## config.mk

```make
export PLATFORM = sky130hd
export DESIGN_NAME = seq_magnitude_comparator
export DESIGN_NICKNAME = d
export VERILOG_FILES = /design/src/rtl/seq_cmp_pkg.sv /design/src/rtl/cmp_digit.sv /design/src/rtl/seq_magnitude_comparator.sv
export SDC_FILE = /design/constraint.sdc
export NUM_CORES = 1
export LEC_CHECK = 0
export ABC_AREA = 1
export CAP_MARGIN = 15
export CELL_PAD_IN_SITES_DETAIL_PLACEMENT = 0
export CELL_PAD_IN_SITES_GLOBAL_PLACEMENT = 1
export CORE_ASPECT_RATIO = 0.9
export CORE_MARGIN = 2
export CORE_UTILIZATION = 41
export CTS_CLUSTER_DIAMETER = 40
export DETAILED_ROUTE_END_ITERATION = 7
export PLACE_DENSITY = 0.92
export SLEW_MARGIN = 0
export SYNTH_ARGS = -nofsm -noshare
export SYNTH_HDL_FRONTEND = slang
export SYNTH_SLANG_ARGS = --single-unit
```

## constraint.sdc

```tcl
create_clock -name clock -period 3.4 [get_ports clock]
set_input_delay 1.02 -clock clock [delete_from_list [all_inputs] [get_ports clock]]
set_output_delay 1.02 -clock clock [all_outputs]
set_load 0.01 [all_outputs]
```

## src/rtl/seq_cmp_pkg.sv

```systemverilog
// Shared types and elaboration helpers for the digit-serial magnitude comparator.
// Optional early exit is selected with the SEQ_CMP_EARLY_EXIT_EN macro in the top module.
package seq_cmp_pkg;

  typedef enum logic [1:0] {
    ST_IDLE    = 2'd0,
    ST_COMPARE = 2'd1,
    ST_DONE    = 2'd2
  } state_t;

  // Number of compare cycles for a given operand and digit width.
  function automatic int unsigned calc_ndig(input int unsigned width, input int unsigned digit);
    return width / digit;
  endfunction

  // Operands must split into a whole number of digits.
  function automatic bit width_legal(input int unsigned width, input int unsigned digit);
    return (digit != 0) && (width >= digit) && ((width % digit) == 0);
  endfunction

endpackage

```

## src/rtl/cmp_digit.sv

```systemverilog
// Combinational magnitude compare of one W-bit digit, MSB-first prefix chain.
module cmp_digit #(
  parameter int unsigned W = 4
) (
  output logic         gt,
  output logic         lt,
  output logic         eq,
  input  logic [W-1:0] a,
  input  logic [W-1:0] b
);

  logic prefix_eq;

  // A bit decides only if every more significant bit pair was equal.
  always_comb begin
    gt        = 1'b0;
    lt        = 1'b0;
    prefix_eq = 1'b1;
    for (int i = int'(W) - 1; i >= 0; i--) begin
      gt        = gt | (prefix_eq & a[i] & ~b[i]);
      lt        = lt | (prefix_eq & ~a[i] & b[i]);
      prefix_eq = prefix_eq & ~(a[i] ^ b[i]);
    end
    eq = &(~(a ^ b));
  end

endmodule

```

## src/rtl/seq_magnitude_comparator.sv

```systemverilog
// Digit-serial WIDTH-bit magnitude comparator with valid/ready in and out handshakes.
// Define SEQ_CMP_EARLY_EXIT_EN to finish on the first unequal digit instead of after NDIG cycles.
module seq_magnitude_comparator
  import seq_cmp_pkg::*;
#(
  parameter int unsigned WIDTH = 16,
  parameter int unsigned DIGIT = 4
) (
  input  logic             clock,
  input  logic             reset_n,
  input  logic             in_valid,
  output logic             in_ready,
  input  logic [WIDTH-1:0] A,
  input  logic [WIDTH-1:0] B,
  input  logic             signed_mode,
  output logic             out_valid,
  input  logic             out_ready,
  output logic             A_gt_B,
  output logic             A_lt_B,
  output logic             A_eq_B
);

  localparam int unsigned NDIG  = calc_ndig(WIDTH, DIGIT);
  localparam int unsigned CNT_W = (NDIG > 1) ? $clog2(NDIG) : 1;

  if (!width_legal(WIDTH, DIGIT)) begin : g_illegal_width
    $error("seq_magnitude_comparator: WIDTH must be a non-zero multiple of DIGIT");
  end

  state_t             state_q, state_n;
  logic [WIDTH-1:0]   a_sh_q, a_sh_n;
  logic [WIDTH-1:0]   b_sh_q, b_sh_n;
  logic [CNT_W-1:0]   cnt_q, cnt_n;
  logic               decided_q, decided_n;
  logic               in_ready_n;
  logic               out_valid_n;
  logic               gt_n, lt_n, eq_n;
  logic [WIDTH-1:0]   a_ld, b_ld;
  logic               dig_gt, dig_lt, dig_eq;

  cmp_digit #(
    .W (DIGIT)
  ) u_cmp_digit (
    .gt (dig_gt),
    .lt (dig_lt),
    .eq (dig_eq),
    .a  (a_sh_q[WIDTH-1 -: DIGIT]),
    .b  (b_sh_q[WIDTH-1 -: DIGIT])
  );

  // Flipping both sign bits maps two's-complement order onto unsigned order.
  always_comb begin
    a_ld = A;
    b_ld = B;
    if (signed_mode) begin
      a_ld[WIDTH-1] = ~A[WIDTH-1];
      b_ld[WIDTH-1] = ~B[WIDTH-1];
    end
  end

  // Next-state and registered-output logic.
  always_comb begin
    state_n     = state_q;
    a_sh_n      = a_sh_q;
    b_sh_n      = b_sh_q;
    cnt_n       = cnt_q;
    decided_n   = decided_q;
    out_valid_n = out_valid;
    gt_n        = A_gt_B;
    lt_n        = A_lt_B;
    eq_n        = A_eq_B;

    unique case (state_q)
      ST_IDLE: begin
        if (in_valid && in_ready) begin
          a_sh_n    = a_ld;
          b_sh_n    = b_ld;
          cnt_n     = '0;
          decided_n = 1'b0;
          gt_n      = 1'b0;
          lt_n      = 1'b0;
          eq_n      = 1'b0;
          state_n   = ST_COMPARE;
        end
      end

      ST_COMPARE: begin
        a_sh_n = a_sh_q << DIGIT;
        b_sh_n = b_sh_q << DIGIT;
        cnt_n  = cnt_q + CNT_W'(1);
        // First unequal digit fixes the answer; later digits are ignored.
        if (!dig_eq && !decided_q) begin
          gt_n      = dig_gt;
          lt_n      = dig_lt;
          decided_n = 1'b1;
`ifdef SEQ_CMP_EARLY_EXIT_EN
          state_n     = ST_DONE;
          out_valid_n = 1'b1;
`endif
        end
        if (cnt_q == CNT_W'(NDIG - 1)) begin
          if (dig_eq && !decided_q) begin
            eq_n = 1'b1;
          end
          state_n     = ST_DONE;
          out_valid_n = 1'b1;
        end
      end

      ST_DONE: begin
        if (out_ready) begin
          out_valid_n = 1'b0;
          state_n     = ST_IDLE;
        end
      end

      default: begin
        state_n     = ST_IDLE;
        out_valid_n = 1'b0;
      end
    endcase

    in_ready_n = (state_n == ST_IDLE);
  end

  always_ff @(posedge clock or negedge reset_n) begin
    if (!reset_n) begin
      state_q   <= ST_IDLE;
      a_sh_q    <= '0;
      b_sh_q    <= '0;
      cnt_q     <= '0;
      decided_q <= 1'b0;
      in_ready  <= 1'b1;
      out_valid <= 1'b0;
      A_gt_B    <= 1'b0;
      A_lt_B    <= 1'b0;
      A_eq_B    <= 1'b0;
    end else begin
      state_q   <= state_n;
      a_sh_q    <= a_sh_n;
      b_sh_q    <= b_sh_n;
      cnt_q     <= cnt_n;
      decided_q <= decided_n;
      in_ready  <= in_ready_n;
      out_valid <= out_valid_n;
      A_gt_B    <= gt_n;
      A_lt_B    <= lt_n;
      A_eq_B    <= eq_n;
    end
  end

endmodule
```

Word-level counts from Yosys, hierarchy flattened --
Index checks and enable logic that the tools add are counted.
Operators by class: add/sub/neg operators 1, equal/unequal tests 8, muxes and demuxes 25, bitwise logic cells 41, reductions and logical operators 13
Operators by type and width (count):
- one-hot mux 16 bit (2 select lines) | 2
- 2-to-1 mux 16 bit | 2
- bitwise AND 1 bit | 16
- NOT 1 bit | 14
- 2-to-1 mux 1 bit | 10
- inequality test 2 bit, second input constant | 5
- 2-to-1 mux 2 bit | 4
- one-hot mux 1 bit (2 select lines) | 4
- AND reduction 4 bit | 2
- bitwise OR 1 bit | 6
- one-hot mux 2 bit (3 select lines) | 1
- AND reduction 3 bit | 2
- equality test 2 bit, second input constant | 2
- logical NOT 2 bit | 2
- NOT 4 bit | 1
- one-hot mux 2 bit (2 select lines) | 1
- XOR 4 bit | 1
- logical AND 1 bit | 3
- one-hot mux 1 bit (3 select lines) | 1
- XOR 1 bit | 3
- adder 2 x 1 -> 2 bit, second input constant | 1
- equality test 2 x 1 -> 1 bit, second input constant | 1
- logical NOT 1 bit | 2
- AND reduction 2 bit | 1
- nonzero test 2 bit | 1
Word-level totals: register bits 42, input bits 37, output and inout port bits 5, logic and storage cells 98

Logic depth before layout (Yosys ltp) --
Gate-level depths: netlist (run 1).
word-level depth 9, depth in mapped cells 10, mapped depth without buffers 10

Hierarchy --
Synthesis (run 1) repeated with hierarchy kept, for this count alone.
Second synthesis, totals: cells, all modules 287, area, all modules 2134.5 µm²
Modules (own cells, without submodules):
- seq_magnitude_comparator | instances 1, cells each 255, area each 1958.1 µm², sequential area each 1052.3 µm²
- cmp_digit | instances 1, cells each 32, area each 176.4 µm², sequential area each 0.0 µm²

Worst setup path before layout (run 1) --
OpenSTA, ideal clock, no wires.
path type input -> register, start input in_valid, end register a_sh_q[10], setup time 0.119 ns, arrival 1.534 ns, data required time 3.281 ns, path slack 1.746 ns, stages 5, path buffers 2, cells stage by stage nand3_4 -> buf_6 -> buf_8 -> o22ai_1 -> nor2_1
Between the ends: word-level cells in the longest chain between the ends 3
RTL lines:
- from (decl) | line seq_magnitude_comparator.sv:11 | input logic in_valid,
- logical AND 1 bit | line seq_magnitude_comparator.sv:75 | if (in_valid && in_ready) begin
- inequality test 2 bit (no source line)
- AND reduction 2 bit (no source line)
- to (signal assigned) | line seq_magnitude_comparator.sv:140 | a_sh_q <= a_sh_n;
- to (decl) | line seq_magnitude_comparator.sv:31 | logic [WIDTH-1:0] a_sh_q, a_sh_n;
No other way between the ends. A chain may end at the register's enable or synchronous reset.

Worst setup path in the final report (run 1) --
start register in_ready, end output in_ready
RTL lines:
- from (decl) | line seq_magnitude_comparator.sv:12 | output logic in_ready,
- from (signal assigned) | line seq_magnitude_comparator.sv:144 | in_ready <= in_ready_n;
No word-level cell between the ends.

==> run metrics, run 1 <==
Leakage=around 0.0012 uW; status=completed; CTS resizes=0; CP Data Required Time=2380 ps; syn_nets=about 250; Clock Skew=just over 6 ps; Critical Path Fanout Max=3; yosys warns=0; PwrDens=937.0 nW/um2; Sw Pwr=about 1000 uW; final setup fails=0; Routed Wire Length=between 3000 and 4000 um; adder-cell share of the synthesized area=0.01865; Yosys reg bits=42; RSZ-0062 raised after global routing=no; Peak supply drop=0.3851 mV; clock tree sinks=42; Die W=around 80 um; CP endpoint kind=output port; internal power=1380 uW; period utilisation layout=0.7119; routability congestion estimate from global placement=0.7524; vias in the first global route=around 1,600; CP delay by family, top=flip-flops; WP buf/inv=1; Switching Fraction=0.4142; Die ar.=5488 um2; DRC=0; post-route setup TNS=0 ps; CP max stage cell=dfstp_2; Final Max Slew Viols=0; Critical Path Stages=1; grt ovf=0; Worst slew margin=0.3931; Syn Area/Cell=around 9.4 um2; diode count=0; clk_lat worst skew=290 ps; Slew @ Worst Pin=910.3 ps; count of cell types in the netlist=28; Compound-Gate Fraction of Synth Area=0.1461; row count=24; Inst Count DP=313; post-synthesis cell count=214; Hold/Removal Path Class=reg2reg; io pins=42; dpl ws=786.1 ps; DR pass1 iterations=4; WP data arrival=1400 ps; Vias=1,554; initial core utilization=0.4216; simple-gate share of the synthesized area=0.2188; vias per cell=4.841; final cell count without fillers=321; R2R depth=5; fin util=0.5265; H-tree depth=2; crit-path max cell delay=570 ps; Netlist Area Pre-Place=2013 um2; PortBufs=41; clock buffer depth=2; multiplexer share of the synthesized area=0; Routed Antenna Nets=0; Post-Synth XOR/XNOR Area=0.008701; CTS tree=built; CTS Root Buffer Type=clkbuf_8; # Post-CTS Setup Buffers=0; Overall Global Routing Usage=0.1646; worst hold stages=1; largest net degree at the start of global routing=43; area leader, netlist=dfrtp_1; Nets=295; main combinational cell family by area after synthesis=simple AND/OR/NAND/NOR gates; CP Class=reg2out; Core ar.=4775 um2; clock power share=0.138; minimum clock period=roughly 2400 ps; Fin. Hold Viols=0; critical-path cell list=clkdlybuf4s50_1; first-pass GRT wire length=7044 um; initial antenna violation count=0; Clk pin slew, worst setup/hold paths=70 ps; Yosys top cell area share=0.5096; Post-Layout Inst Area=2514 um2; worst setup margin=979.5 ps; most frequent cells in the layout=dfrtp_1, clkdlybuf4s50_1, nor2_1, nand2_1, inv_1; dpl hpwl=approximately 2800 um; Avg WL per Cell=12.46 um; CTS Hold Buffers Added=0; commonest non-fill, non-tap cell in the layout=dfrtp_1; synth top area cells=dfrtp_1, nor2_1, nand2_1; FMAX=413.1 MHz; drt first-iter violations=72; Synth-to-Final Area Change=24.86%; chip height=between 70 and 80 um; combinational share of power=0.469; TritonCTS Buffers=5; Placed Area=2424 um2; startpoint types=flop; Max Cap Viol=0; share of cells above drive strength 1=0.1016; Flop pwr share=0.393; post-synthesis sequential area ratio=0.5227
-- stage by stage --
step           power (uW)  hold WS, ps
3_3_place_gp         2013        459.6
3_5_place_dp         2051        465.6
6_report             2355        482.4
4_1_cts              2382        485.0
2_1_floorplan        1830        442.6
5_1_grt              2585        515.2
-- power groups by stage --
stage / clock network, uW / registers [uW] / logic, uW
2_1_floorplan: 0 / 906 / 924
3_3_place_gp: 0 / 927 / 1090
5_1_grt: 349 / 962 / 1270
4_1_cts: 334 / 927 / 1120
6_report: 325 / 926 / 1100
3_5_place_dp: 0 / 935 / 1120
-- Yosys cell counts (all sizes together) --
cell type  count
nor2          40
o21ai          2
nor3          11
dfstp          1
nand3         10
inv           24
ha             3
dfrtp         41
buf            7
a22o           7
or2            1
a21oi          8
nand2         36
o211ai         2
xnor2          2
o22ai         19
-- per-layer routing --
layer  up-vias  track usage  part of all wire
met5         -            0                 0
met1       725       0.2150              0.48
li1        795            -                 -
met4         0      0.05357             0.012
met3         5      0.04264             0.042
met2        29       0.2672              0.47
-- layout make-up --
type	instances	area (um2)
Tap cell	65	81.33
Inverter	24	95.09
Clock buffer	8	90.09
Sequential cell	42	1052
Multi-Input combinational cell	141	789.5
Fill cell	443	2261
Timing Repair Buffer	41	405.4
-- path summary, 6_finish.rpt --
kind                             from    endpoint  slack, ps
min reg2reg                  cnt_q[0]    cnt_q[0]        480
max reg2reg                state_q[0]    cnt_q[1]       1730
min in group asynchronous     reset_n      A_gt_B        860
max in group asynchronous     reset_n  state_q[0]       1970
max                          in_ready    in_ready        980
min                          cnt_q[0]    cnt_q[0]        480
-- kinds of logic (layout without fill, tap and decap cells) --
group	count (synthesis)	in the layout
AOI/OAI and AO/OA	38	38
xor gates and xnor gates	2	2
adders and majority gates	3	3
buffers and inverters	31	73
DFF	42	42
and+or+nand+nor	98	98
-- registers in the layout, indices dropped and copies added (netlist names) --
register and flops:
cnt_q 2, A_lt_B 1, a_sh_q 16, state_q 2
A_eq_B 1, decided_q 1, b_sh_q 16, out_valid 1
in_ready 1, A_gt_B 1
Note: power is estimated with default switching activity, not from simulation.
==> inputs of run 2 (changes only) <==
Settings changed: CORE_UTILIZATION 41 to 34, PLACE_DENSITY 0.92 to 0.82.
Clock period 3.4 ns to 2.1 ns, I/O delays scaled along.
==> run metrics, run 2 (same netlist as run 1, synthesis figures left out) <==
status=completed; R2R Setup Slk=580 ps; Final Max Slew Viols=0; CP Class=reg2out; initial core utilization=0.3536; critical-path cell list=clkdlybuf4s50_1; CP endpoint kind=output port; CP max stage cell=dfstp_2; Slew @ Worst Pin=around 480 ps; post-route setup TNS=0 ps; DRC=0; PortBufs=41; minimum clock period=2016 ps; Routed Wire Length=4101 um; final setup fails=0; Fin. Hold Viols=0; PwrDens=1506 nW/um2; Overall Global Routing Usage=0.1305; initial antenna violation count=0; clock tree sinks=42; most frequent cells in the layout=dfrtp_1, clkdlybuf4s50_1, nor2_1, nand2_1, inv_1; DR pass1 iterations=4; hold_ws=288.9 ps; period utilisation layout=0.9599; Synth-to-Final Area Change=27.35%; CTS resizes=0; RSZ-0062 raised after global routing=no; met1 Use GR=0.1757; # Post-CTS Setup Buffers=0; biggest regs=a_sh_q x16, b_sh_q x16; largest net degree at the start of global routing=29; Clk pin slew, worst setup/hold paths=about 80 ps; Most Crowded Layer GR=met2; CTS Hold Buffers Added=0; first-pass GRT wire length=6886 um; WP data arrival=approximately 1400 ps; Hold/Removal Path Class=in2async; io pins=42; Clock Skew=5.149 ps; CTS Root Buffer Type=clkbuf_8; H-tree depth=2; routability congestion estimate from global placement=0.7702; FMAX=about 500 MHz; TritonCTS Buffers=5; clock buffer depth=2; Peak supply drop=between 0.6 and 0.7 mV; row count=26; Nets=roughly 300; vias per cell=~4.8; share of cells above drive strength 1=0.1192; CTS tree=built; crit-path max cell delay=570 ps; diode count=0; Core ar.=5693 um2; vias in the first global route=1,499; Critical Path Fanout Max=3; clk_lat worst skew=290 ps; dpl hpwl=~3000 um; M2 GR Usage=0.2102; grt ovf=0; commonest non-fill, non-tap cell in the layout=dfrtp_1; WP buf/inv=1; startpoint types=flop; CP Data Required Time=~1500 ps; Die W=85.11 um; Vias=1,585; CP delay by family, top=flip-flops; Max Cap Viol=0; chip height=between 70 and 80 um; met3 GRT Util=0.03552; Worst slew margin=0.6802; Routed Antenna Nets=0; Avg WL per Cell=12.43 um; Leakage=0.001201 uW; Die ar.=6553 um2; drt first-iter violations=37
run 2: changes by cell type in the layout (fill, tap and decap cells not counted):
| cell | before | now |
|---|---|---|
| clkbuf_1 | 2 | 1 |
| buf_12 | 0 | 1 |
| buf_4 | 0 | 3 |
| clkinv_2 | 0 | 1 |
run 2: power by group:
part	switching, uW	internal, uW	leakage [uW]	total [uW]
Combinational	1070	759	0.000646	1830
Clock	272	266	0.0000482	537
Sequential	262	1230	0.000507	1500
run 2: metrics by stage:
step | setup slack (ps) | cell area [um2] | utilization | cells | power, uW
2_1_floorplan | 746.0 | 2013 | - | 214 | 2963
3_3_place_gp | 247.3 | 2472 | 0.4343 | 322 | 3318
3_5_place_dp | 227.4 | 2472 | 0.4343 | 322 | 3363
4_1_cts | 75.42 | 2564 | 0.4503 | 330 | 3898
5_1_grt | 34.74 | 2564 | 0.4503 | 330 | 4204
6_report | 84.14 | 2564 | 0.4503 | 330 | 3860
run 2: worst paths after layout:
path                            start         to  cells after the start
setup / recovery             in_ready   in_ready                      1
hold / removal                reset_n  b_sh_q[0]                      1
setup reg to reg           a_sh_q[15]     A_lt_B                      9
hold reg to reg              cnt_q[0]   cnt_q[0]                      1
max in group asynchronous     reset_n   cnt_q[0]                      2
min in group clock           cnt_q[0]   cnt_q[0]                      1
run 2: final cells by class:
| cell class | count | area (um2) |
|---|---|---|
| Fill cell | 560 | 3129 |
| Sequential cell | 42 | 1052 |
| Multi-Input combinational cell | 141 | 789.5 |
| Timing Repair Buffer | 45 | 447.9 |
| Inverter | 24 | 95.09 |
| Tap cell | 70 | 87.58 |
| Clock buffer | 7 | 86.33 |
| Clock inverter | 1 | 5.005 |
run 2: layer usage:
| layer | up-vias | share of wire |
|---|---|---|
| li1 | 796 | - |
| met1 | 751 | 0.47 |
| met2 | 36 | 0.48 |
| met3 | 2 | 0.046 |
| met4 | 0 | 0.0029 |
| met5 | - | 0 |
==> inputs of run 3 (changes only) <==
Settings changed: REMOVE_ABC_BUFFERS from default to 1, SLEW_MARGIN 0 to default.
==> run metrics, run 3 (same netlist as run 1, synthesis figures left out) <==
status=completed; io pins=42; CTS tree=built; final setup fails=0; Post-Layout Inst Area=between 2000 and 3000 um2; post-route setup TNS=0 ps; RSZ-0062 raised after global routing=no; Die W=85.11 um; dpl ws=207.5 ps; diode count=0; Vias=1,538; fill cell count=548; final cell count without fillers=~330; Nets=300; Inst Count DP=323; Clk pin slew, worst setup/hold paths=70 ps; dpl hpwl=2945 um; PwrDens=1501 nW/um2; CTS resizes=0; Clock Skew=2.072 ps; largest net degree at the start of global routing=29; routability congestion estimate from global placement=0.7274; commonest non-fill, non-tap cell in the layout=dfrtp_1; H-tree depth=2; Leakage=0.001201 uW; Critical Path Fanout Max=3; clock buffer depth=2; Slew @ Worst Pin=552.4 ps; DRC=0; Final Max Slew Viols=0; WP data arrival=1390 ps; Max Cap Viol=0; vias in the first global route=1,454; FMAX=494.4 MHz; row count=26; Reg area=1052 um2; startpoint types=flop; Avg WL per Cell=12.20 um; CP delay by family, top=flip-flops; Fin. Hold Viols=0; R2R depth=9; clk_lat worst skew=290 ps; share of cells above drive strength 1=0.1226; vias per cell=4.647; grt ovf=0; period utilisation layout=0.9632; R2R Setup Slk=~560 ps; Overall Global Routing Usage=0.1328; CP Data Required Time=about 1500 ps; drt first-iter violations=79; minimum clock period=2023 ps; CTS Root Buffer Type=clkbuf_8; crit-path max cell delay=570 ps; critical-path cell list=clkdlybuf4s50_1; CP endpoint kind=output port; chip height=between 70 and 80 um; Routed Antenna Nets=0; worst setup margin=77.35 ps; DR pass1 iterations=5; first-pass GRT wire length=about 7000 um; CTS Hold Buffers Added=0; clock tree sinks=42; Die ar.=about 6600 um2; initial antenna violation count=0; Synth-to-Final Area Change=27.10%; Worst slew margin=0.6318; CP Class=reg2out; Placed Area=approximately 2500 um2; Hold/Removal Path Class=in2async; most frequent cells in the layout=dfrtp_1, clkdlybuf4s50_1, nor2_1, nand2_1, inv_1; # Post-CTS Setup Buffers=0; Core ar.=5693 um2; Peak supply drop=between 0.6 and 0.7 mV; CP max stage cell=dfstp_2; WP buf/inv=1; biggest regs=a_sh_q x16, b_sh_q x16; TritonCTS Buffers=5; Critical Path Stages=1; initial core utilization=0.3536; Routed Wire Length=4039 um; footprint of the multi-input gates=789.5 um2; PortBufs=41
[run 3: final cells by class]
cell class	count	share of cell area
flip-flops and latches	42	0.4112
multi-input cells	141	0.3086
repair buffers	46	0.1731
inverters	24	0.03716
well taps	70	0.03423
clock buffers	7	0.03374
clock inverters	1	0.001956
[run 3: path summary, 6_finish.rpt]
path	endpoint	startpoint
setup / recovery	in_ready	in_ready
hold / removal	a_sh_q[4]	reset_n
setup reg to reg	A_gt_B	a_sh_q[15]
hold reg to reg	a_sh_q[3]	a_sh_q[3]
max in group asynchronous	a_sh_q[11]	reset_n
min in group clock	a_sh_q[3]	a_sh_q[3]
[run 3: power breakdown]
| group | internal, uW | total (uW) | leakage, uW | switching (uW) |
|---|---|---|---|---|
| logic | 761 | 1830 | 0.000646 | 1070 |
| registers | 1230 | 1490 | 0.000507 | 252 |
| clock network | 265 | 525 | 0.0000482 | 260 |
[run 3: stage by stage]
| stage | total power, uW | hold slack [ps] | utilization |
|---|---|---|---|
| 3_3_place_gp | 3298 | 463.0 | 0.4334 |
| 3_5_place_dp | 3347 | 459.6 | 0.4334 |
| 5_1_grt | 4211 | 354.8 | 0.4495 |
| 4_1_cts | 3890 | 338.8 | 0.4495 |
| 6_report | 3840 | 323.1 | 0.4495 |
| 2_1_floorplan | 2819 | 334.4 | - |
[run 3: metal layers]
metal  track usage  share of wire  vias to the layer above
met2        0.1984           0.44                       34
met1        0.1814           0.49                      702
met4       0.05238          0.016                        0
met5             0              0                        -
li1              -              -                      798
met3       0.03767          0.046                        4
